--- config.mk ---
export PLATFORM = sky130hd
export DESIGN_NAME = mem_port_arbiter_flat
export DESIGN_NICKNAME = d
export VERILOG_FILES = /design/src/rtl/mem_port_arbiter_pkg.sv /design/src/rtl/mem_port_arbiter_if.sv /design/src/rtl/mem_port_arbiter_arb_priority.sv /design/src/rtl/mem_port_arbiter.sv /design/src/flat_wrapper.sv
export SDC_FILE = /design/constraint.sdc
export NUM_CORES = 1
export LEC_CHECK = 0
export ABC_AREA = 1
export BUFFER_PORTS_ARGS = -buffer_cell sky130_fd_sc_hd__buf_2
export CAP_MARGIN = 20
export CORE_ASPECT_RATIO = 1.75
export CORE_MARGIN = 2
export CORE_UTILIZATION = 52
export CTS_CLUSTER_SIZE = 28
export DETAILED_ROUTE_END_ITERATION = 16
export PLACE_DENSITY = 0.95
export SLEW_MARGIN = 20
export SYNTH_ARGS = -nofsm -noshare
export SYNTH_HDL_FRONTEND = slang
export SYNTH_SLANG_ARGS = --single-unit
export TNS_END_PERCENT = 50
--- constraint.sdc ---
create_clock -name clk -period 3.6 [get_ports clk]
set_clock_uncertainty 0.05 [all_clocks]
set_input_delay 0.72 -clock clk [delete_from_list [all_inputs] [get_ports clk]]
set_output_delay 0.72 -clock clk [all_outputs]
set_load 0.02 [all_outputs]
--- src/rtl/mem_port_arbiter_pkg.sv ---
// rtl/mem_port_arbiter_pkg.sv - shared states, owner encoding and parameter defaults
package mem_port_arbiter_pkg;

    localparam int RAM_LAT_DEFAULT    = 1;
    localparam int STARVE_MAX_DEFAULT = 4;

    typedef enum logic [1:0] {
        IDLE   = 2'd0,
        ACCESS = 2'd1,
        WAIT   = 2'd2,
        DONE   = 2'd3
    } state_t;

    typedef enum logic {
        OWN_CPU = 1'b0,
        OWN_DMA = 1'b1
    } owner_t;

endpackage

--- src/rtl/mem_port_arbiter_if.sv ---
// rtl/mem_port_arbiter_if.sv - CPU, DMA and RAM port bundle of the arbiter
interface mem_port_arbiter_if;

    logic       cpu_rd;
    logic       cpu_wr;
    logic [7:0] cpu_addr;
    logic [7:0] cpu_wdata;
    logic [7:0] cpu_rdata;
    logic       cpu_ready;

    logic       dma_req;
    logic       dma_we;
    logic [7:0] dma_addr;
    logic [7:0] dma_wdata;
    logic [7:0] dma_rdata;
    logic       dma_gnt;
    logic       dma_done;

    logic       ram_en;
    logic       ram_we;
    logic [7:0] ram_addr;
    logic [7:0] ram_wdata;
    logic [7:0] ram_rdata;

    logic       err;

    modport master (
        output cpu_rd, cpu_wr, cpu_addr, cpu_wdata,
        output dma_req, dma_we, dma_addr, dma_wdata,
        output ram_rdata,
        input  cpu_rdata, cpu_ready, dma_rdata, dma_gnt, dma_done,
        input  ram_en, ram_we, ram_addr, ram_wdata, err
    );

    modport slave (
        input  cpu_rd, cpu_wr, cpu_addr, cpu_wdata,
        input  dma_req, dma_we, dma_addr, dma_wdata,
        input  ram_rdata,
        output cpu_rdata, cpu_ready, dma_rdata, dma_gnt, dma_done,
        output ram_en, ram_we, ram_addr, ram_wdata, err
    );

endinterface

--- src/rtl/mem_port_arbiter_arb_priority.sv ---
// rtl/mem_port_arbiter_arb_priority.sv - CPU-first arbitration with DMA starvation counter
module arb_priority
    import mem_port_arbiter_pkg::*;
#(
    parameter int STARVE_MAX = STARVE_MAX_DEFAULT
) (
    input  logic   clk,
    input  logic   reset,
    input  logic   cpu_req,
    input  logic   dma_req,
    input  logic   arb_en,
    output owner_t winner
);

    localparam logic [3:0] SMAX = 4'(STARVE_MAX);

    logic [3:0] starve_cnt;

    assign winner = (dma_req && (!cpu_req || starve_cnt == SMAX)) ? OWN_DMA : OWN_CPU;

    // Counter only moves on an actual arbitration, so held requests in DONE do not age it.
    always_ff @(posedge clk or negedge reset) begin
        if (!reset) begin
            starve_cnt <= 4'd0;
        end else if (arb_en) begin
            if (winner == OWN_DMA) begin
                starve_cnt <= 4'd0;
            end else if (dma_req && starve_cnt != SMAX) begin
                starve_cnt <= starve_cnt + 4'd1;
            end
        end
    end

endmodule

--- src/rtl/mem_port_arbiter.sv ---
// rtl/mem_port_arbiter.sv - single-port RAM arbiter between a CPU and a DMA requester
module mem_port_arbiter
    import mem_port_arbiter_pkg::*;
#(
    parameter int RAM_LAT    = RAM_LAT_DEFAULT,
    parameter int STARVE_MAX = STARVE_MAX_DEFAULT
) (
    input  logic               clk,
    input  logic               reset,
    mem_port_arbiter_if.slave  bus
);

    // RAM_LAT counts the ACCESS cycle: ram_rdata is valid RAM_LAT-1 cycles after ram_en.
    localparam logic [1:0] WAIT_LAST = (RAM_LAT > 1) ? 2'(RAM_LAT - 2) : 2'd0;

    state_t     state_q, state_d;
    owner_t     owner_q;
    owner_t     winner;
    logic [7:0] addr_q, wdata_q;
    logic       we_q;
    logic [1:0] wait_q;
    logic [7:0] cpu_rdata_q, dma_rdata_q;
    logic       err_q;
    logic       cpu_req, arb_en, capture;

    assign cpu_req = bus.cpu_rd | bus.cpu_wr;
    assign arb_en  = (state_q == IDLE) && (cpu_req || bus.dma_req);
    assign capture = ((state_q == ACCESS) && !we_q && (RAM_LAT == 1)) ||
                     ((state_q == WAIT) && (wait_q == WAIT_LAST));

    arb_priority #(.STARVE_MAX(STARVE_MAX)) u_arb (
        .clk     (clk),
        .reset   (reset),
        .cpu_req (cpu_req),
        .dma_req (bus.dma_req),
        .arb_en  (arb_en),
        .winner  (winner)
    );

    always_ff @(posedge clk or negedge reset) begin
        if (!reset) begin
            state_q <= IDLE;
        end else begin
            state_q <= state_d;
        end
    end

    always_ff @(posedge clk or negedge reset) begin
        if (!reset) begin
            owner_q     <= OWN_CPU;
            addr_q      <= 8'h00;
            wdata_q     <= 8'h00;
            we_q        <= 1'b0;
            wait_q      <= 2'd0;
            cpu_rdata_q <= 8'h00;
            dma_rdata_q <= 8'h00;
            err_q       <= 1'b0;
        end else begin
            if (arb_en) begin
                owner_q <= winner;
                if (winner == OWN_DMA) begin
                    addr_q  <= bus.dma_addr;
                    wdata_q <= bus.dma_wdata;
                    we_q    <= bus.dma_we;
                end else begin
                    addr_q  <= bus.cpu_addr;
                    wdata_q <= bus.cpu_wdata;
                    we_q    <= bus.cpu_wr;
                end
            end
            if (state_q == ACCESS) begin
                wait_q <= 2'd0;
            end else if (state_q == WAIT) begin
                wait_q <= wait_q + 2'd1;
            end
            if (capture) begin
                if (owner_q == OWN_DMA) begin
                    dma_rdata_q <= bus.ram_rdata;
                end else begin
                    cpu_rdata_q <= bus.ram_rdata;
                end
            end
            if (bus.cpu_rd && bus.cpu_wr) begin
                err_q <= 1'b1;
            end
        end
    end

    always_comb begin
        state_d       = state_q;
        bus.ram_en    = 1'b0;
        bus.cpu_ready = 1'b0;
        bus.dma_done  = 1'b0;
        bus.dma_gnt   = (owner_q == OWN_DMA) && (state_q != IDLE);
        case (state_q)
            IDLE: begin
                if (arb_en) state_d = ACCESS;
            end
            ACCESS: begin
                bus.ram_en = 1'b1;
                state_d    = (we_q || RAM_LAT == 1) ? DONE : WAIT;
            end
            WAIT: begin
                if (wait_q == WAIT_LAST) state_d = DONE;
            end
            DONE: begin
                bus.cpu_ready = (owner_q == OWN_CPU);
                bus.dma_done  = (owner_q == OWN_DMA);
                state_d       = IDLE;
            end
            default: state_d = IDLE;
        endcase
    end

    assign bus.ram_we    = bus.ram_en & we_q;
    assign bus.ram_addr  = addr_q;
    assign bus.ram_wdata = wdata_q;
    assign bus.cpu_rdata = cpu_rdata_q;
    assign bus.dma_rdata = dma_rdata_q;
    assign bus.err       = err_q;

endmodule

--- src/flat_wrapper.sv ---
// flat-port wrapper written by rule: the top's interface ports become plain ports
module mem_port_arbiter_flat import mem_port_arbiter_pkg::*;
#(
    parameter int RAM_LAT    = RAM_LAT_DEFAULT,
    parameter int STARVE_MAX = STARVE_MAX_DEFAULT
)
  (clk, reset, bus_cpu_rd, bus_cpu_wr, bus_cpu_addr, bus_cpu_wdata, bus_dma_req, bus_dma_we, bus_dma_addr, bus_dma_wdata, bus_ram_rdata, bus_cpu_rdata, bus_cpu_ready, bus_dma_rdata, bus_dma_gnt, bus_dma_done, bus_ram_en, bus_ram_we, bus_ram_addr, bus_ram_wdata, bus_err);
  mem_port_arbiter_if bus_i ();
  input  logic clk;
  input  logic reset;
  input wire logic [$bits(bus_i.cpu_rd)-1:0] bus_cpu_rd;
  input wire logic [$bits(bus_i.cpu_wr)-1:0] bus_cpu_wr;
  input wire logic [$bits(bus_i.cpu_addr)-1:0] bus_cpu_addr;
  input wire logic [$bits(bus_i.cpu_wdata)-1:0] bus_cpu_wdata;
  input wire logic [$bits(bus_i.dma_req)-1:0] bus_dma_req;
  input wire logic [$bits(bus_i.dma_we)-1:0] bus_dma_we;
  input wire logic [$bits(bus_i.dma_addr)-1:0] bus_dma_addr;
  input wire logic [$bits(bus_i.dma_wdata)-1:0] bus_dma_wdata;
  input wire logic [$bits(bus_i.ram_rdata)-1:0] bus_ram_rdata;
  output wire logic [$bits(bus_i.cpu_rdata)-1:0] bus_cpu_rdata;
  output wire logic [$bits(bus_i.cpu_ready)-1:0] bus_cpu_ready;
  output wire logic [$bits(bus_i.dma_rdata)-1:0] bus_dma_rdata;
  output wire logic [$bits(bus_i.dma_gnt)-1:0] bus_dma_gnt;
  output wire logic [$bits(bus_i.dma_done)-1:0] bus_dma_done;
  output wire logic [$bits(bus_i.ram_en)-1:0] bus_ram_en;
  output wire logic [$bits(bus_i.ram_we)-1:0] bus_ram_we;
  output wire logic [$bits(bus_i.ram_addr)-1:0] bus_ram_addr;
  output wire logic [$bits(bus_i.ram_wdata)-1:0] bus_ram_wdata;
  output wire logic [$bits(bus_i.err)-1:0] bus_err;
  assign bus_i.cpu_rd = bus_cpu_rd;
  assign bus_i.cpu_wr = bus_cpu_wr;
  assign bus_i.cpu_addr = bus_cpu_addr;
  assign bus_i.cpu_wdata = bus_cpu_wdata;
  assign bus_i.dma_req = bus_dma_req;
  assign bus_i.dma_we = bus_dma_we;
  assign bus_i.dma_addr = bus_dma_addr;
  assign bus_i.dma_wdata = bus_dma_wdata;
  assign bus_i.ram_rdata = bus_ram_rdata;
  assign bus_cpu_rdata = bus_i.cpu_rdata;
  assign bus_cpu_ready = bus_i.cpu_ready;
  assign bus_dma_rdata = bus_i.dma_rdata;
  assign bus_dma_gnt = bus_i.dma_gnt;
  assign bus_dma_done = bus_i.dma_done;
  assign bus_ram_en = bus_i.ram_en;
  assign bus_ram_we = bus_i.ram_we;
  assign bus_ram_addr = bus_i.ram_addr;
  assign bus_ram_wdata = bus_i.ram_wdata;
  assign bus_err = bus_i.err;
  mem_port_arbiter #(.RAM_LAT(RAM_LAT), .STARVE_MAX(STARVE_MAX)) u_core (.clk(clk), .reset(reset), .bus(bus_i));
endmodule
==> flow_metrics.py <==
metrics = {
    "status": {
        "status": "finished, final reports clean",
    },
    "power_and_ir_drop": {
        "ir_drop_uv": 629,
        "p_leak_nw": 1.66,
        "powerDensity_nw_per_um2": 872,
        "power_w": 0.00235,
        "p_switching_w": 0.00106,
        "combPwrFrac_pct": 47.1,
        "p_clk_share_pct": 16.2,
        "p_int_w": 0.00129,
        "sw_frac_of_total_pct": 45.2,
        "power_frac_seq_pct": 36.8,
    },
    "place": {
        "hpwlAfterDp_um": 3940,
        "place_congestion": 0.805,
        "placed_cells": 400,
        "port_buffers": 83,
        "dp_slack_ps": 1590,
        "placed_area_um2": 2580,
    },
    "timing": {
        "post-route-min-period_ps": 2150,
        "hold_violations": 0,
        "worstMarginPinSlew_ps": 933,
        "max_slew_margin_pct": 37.8,
        "drv_slew": 0,
        "tns_ps": 0,
        "finalCritPeriodShare_pct": 59.8,
        "setup_viol": 0,
        "fmax_ghz": 0.464,
        "fin_ws_ps": 1450,
        "rsz0062_at_grt": "false",
    },
    "synth": {
        "syn-cell-area_um2": 2180,
        "ys_seq_area_share_pct": 49.3,
        "synth_area_per_cell_um2": 7.88,
        "yosysWarnings": 0,
        "synth.distinct_cells": 21,
        "synthCells": 277,
        "synth_nets": 330,
        "ys_ff_latch": 43,
    },
    "critical_path": {
        "path_class": "flop to output port",
        "cp_slowest_stage_delay_ps": 400,
        "end_kind": "output port",
        "crit_arrival_ps": 1380,
        "startpoint_type": "flop",
        "worst_path_max_delay_cell": "dfrtp_1",
        "required_ps": 2830,
        "cp_max_fo": 4,
        "worstPathCellList": "inv_1, ha_1, nor2_1, buf_2",
    },
    "routing": {
        "drc_errors": 0,
        "routed_via_density": 5.09,
        "vias": 2077,
        "wl_per_cell_um": 13.3,
        "firstDrtPassIters": 4,
        "wl_um": 5440,
        "antenna_left": 0,
        "drtIter0Drc": 56,
    },
    "clock_network": {
        "cts_tree": "done",
        "cts-hold-fix-buffers": 0,
        "cts_root_buffer": "clkbuf_8",
        "post_cts_buffers": 0,
        "clkSlewWorstSetupHoldPaths_ps": 80,
        "cts_made_buffers": 5,
        "cts_resized": 0,
        "htreeDepth": 2,
        "clock_sinks": 43,
        "clk_latency_ps": 300,
        "clock_path_buffers": 2,
    },
    "cells_and_area": {
        "final_cells": 408,
        "stdcell_area_um2": 2700,
        "final_common_cell": "buf_2",
        "syn_to_final_growth_pct": 23.4,
        "antennaDiodeCount": 0,
        "drive_gt1_share_pct": 27.6,
        "final_nets": 411,
        "final_cell_mix": "buf_2 (83), nand2_1 (82), inv_1 (56), dfrtp_1 (43), nand3_1 (41)",
    },
    "global_routing": {
        "antenna_found_initial": 0,
        "grt_usage_pct": 26.0,
        "grt_max_degree": 44,
        "grt_pass1_wl_um": 9240,
        "grt_pass1_vias": 2137,
        "grt_overflow_total": 0,
    },
    "flow_run": {
        "cap_viol_max_count": 0,
    },
    "hold_path": {
        "worst_hold_path_type": "flop to flop",
    },
    "floorplan": {
        "dieHeight_um": 89.7,
        "core_um2": 4070,
        "num_rows": 31,
        "die_w_um": 53.0,
        "ios": 84,
        "die_area_um2": 4750,
        "initial_core_util_pct": 53.6,
    },
}
kinds of logic after synthesis:
group / Yosys count / synth area share [%]
adder cells (fa/ha/maj): 7 / 4.01
AO/OA/AOI/OAI: 26 / 6.76
flip-flops: 43 / 49.3
buffers and inverters: 68 / 13.8
XOR/XNOR: 1 / 0.401
AND/OR/NAND/NOR: 132 / 25.7
final timing paths:
kind / from / to / slack [ps] / depth (start not counted)
worst min-delay path: u_core.bus.err / u_core.bus.err / 430 / 1
min in group asynchronous: reset / u_core.u_arb.starve_cnt[2] / 500 / 1
worst max register to register: u_core.u_arb.starve_cnt[0] / u_core.u_arb.starve_cnt[1] / 1850 / 7
worst max-delay path: u_core.state_q[0] / bus_dma_gnt / 1450 / 4
worst min register to register: u_core.bus.err / u_core.bus.err / 430 / 1
max in group asynchronous: reset / u_core.bus.ram_wdata[4] / 2410 / 1
registers in the layout, summed over array words and instances, names as in the netlist:
| signal | count |
|---|---|
| u_core.u_arb.starve_cnt | 4 |
| u_core.owner_q | 1 |
| u_core.state_q | 2 |
| u_core.bus.ram_wdata | 8 |
| u_core.wait_q | 2 |
| u_core.we_q | 1 |
| u_core.bus.dma_rdata | 8 |
| u_core.bus.err | 1 |
| u_core.bus.cpu_rdata | 8 |
| u_core.bus.ram_addr | 8 |
area by class of cell:
class,instances,area (um2)
clock buffers,5,68.8
flip-flops and latches,43,1080
repair buffers,83,415
inverters,59,224
fillers,336,1380
well taps,49,61.3
multi-input cells,166,806
clock inverters,3,43.8
cell usage after synthesis, drive strengths merged:
cell type / instances / share of area [%]
a21oi: 1 / 0.23
buf: 9 / 3.6
dfrtp: 43 / 49
ha: 7 / 4.0
inv: 59 / 10
nand2: 85 / 15
nand3: 41 / 9.4
nand4: 1 / 0.29
nor2: 5 / 0.86
o21ai: 24 / 6.2
o21bai: 1 / 0.34
xor2: 1 / 0.40
power groups by stage:
stage	clock network (W)	registers, W	logic (W)
after floorplan	0	0.00107	0.000560
after global placement	0	0.000864	0.00105
after detailed placement	0	0.000863	0.00111
after CTS	0.000382	0.000862	0.00112
after global routing	0.000400	0.000887	0.00124
final	0.000380	0.000864	0.00111
critical path: cells and delay by family, from the launching register on:
kind	cells	cell delay, ps
adder cells (fa/ha/maj)	1	270
buffers and inverters	2	270
flip-flops	1	400
AND/OR/NAND/NOR	1	160
per-layer routing:
| metal | up-vias | share of wire [%] | GRT usage (%) |
|---|---|---|---|
| met4 | 0 | 4.7 | 14.7 |
| met1 | 961 | 37 | 29.7 |
| met3 | 24 | 6.6 | 6.98 |
| met5 | - | 0 | 0 |
| li1 | 1006 | - | - |
| met2 | 86 | 52 | 42.1 |
metrics by stage:
stage	hold WS [ps]	utilization, %
final	426	66.2
after global routing	452	66.2
after CTS	429	66.2
after detailed placement	410	63.4
after global placement	407	63.4
after floorplan	374	-
No activity file was read; power rests on OpenSTA's default activity.
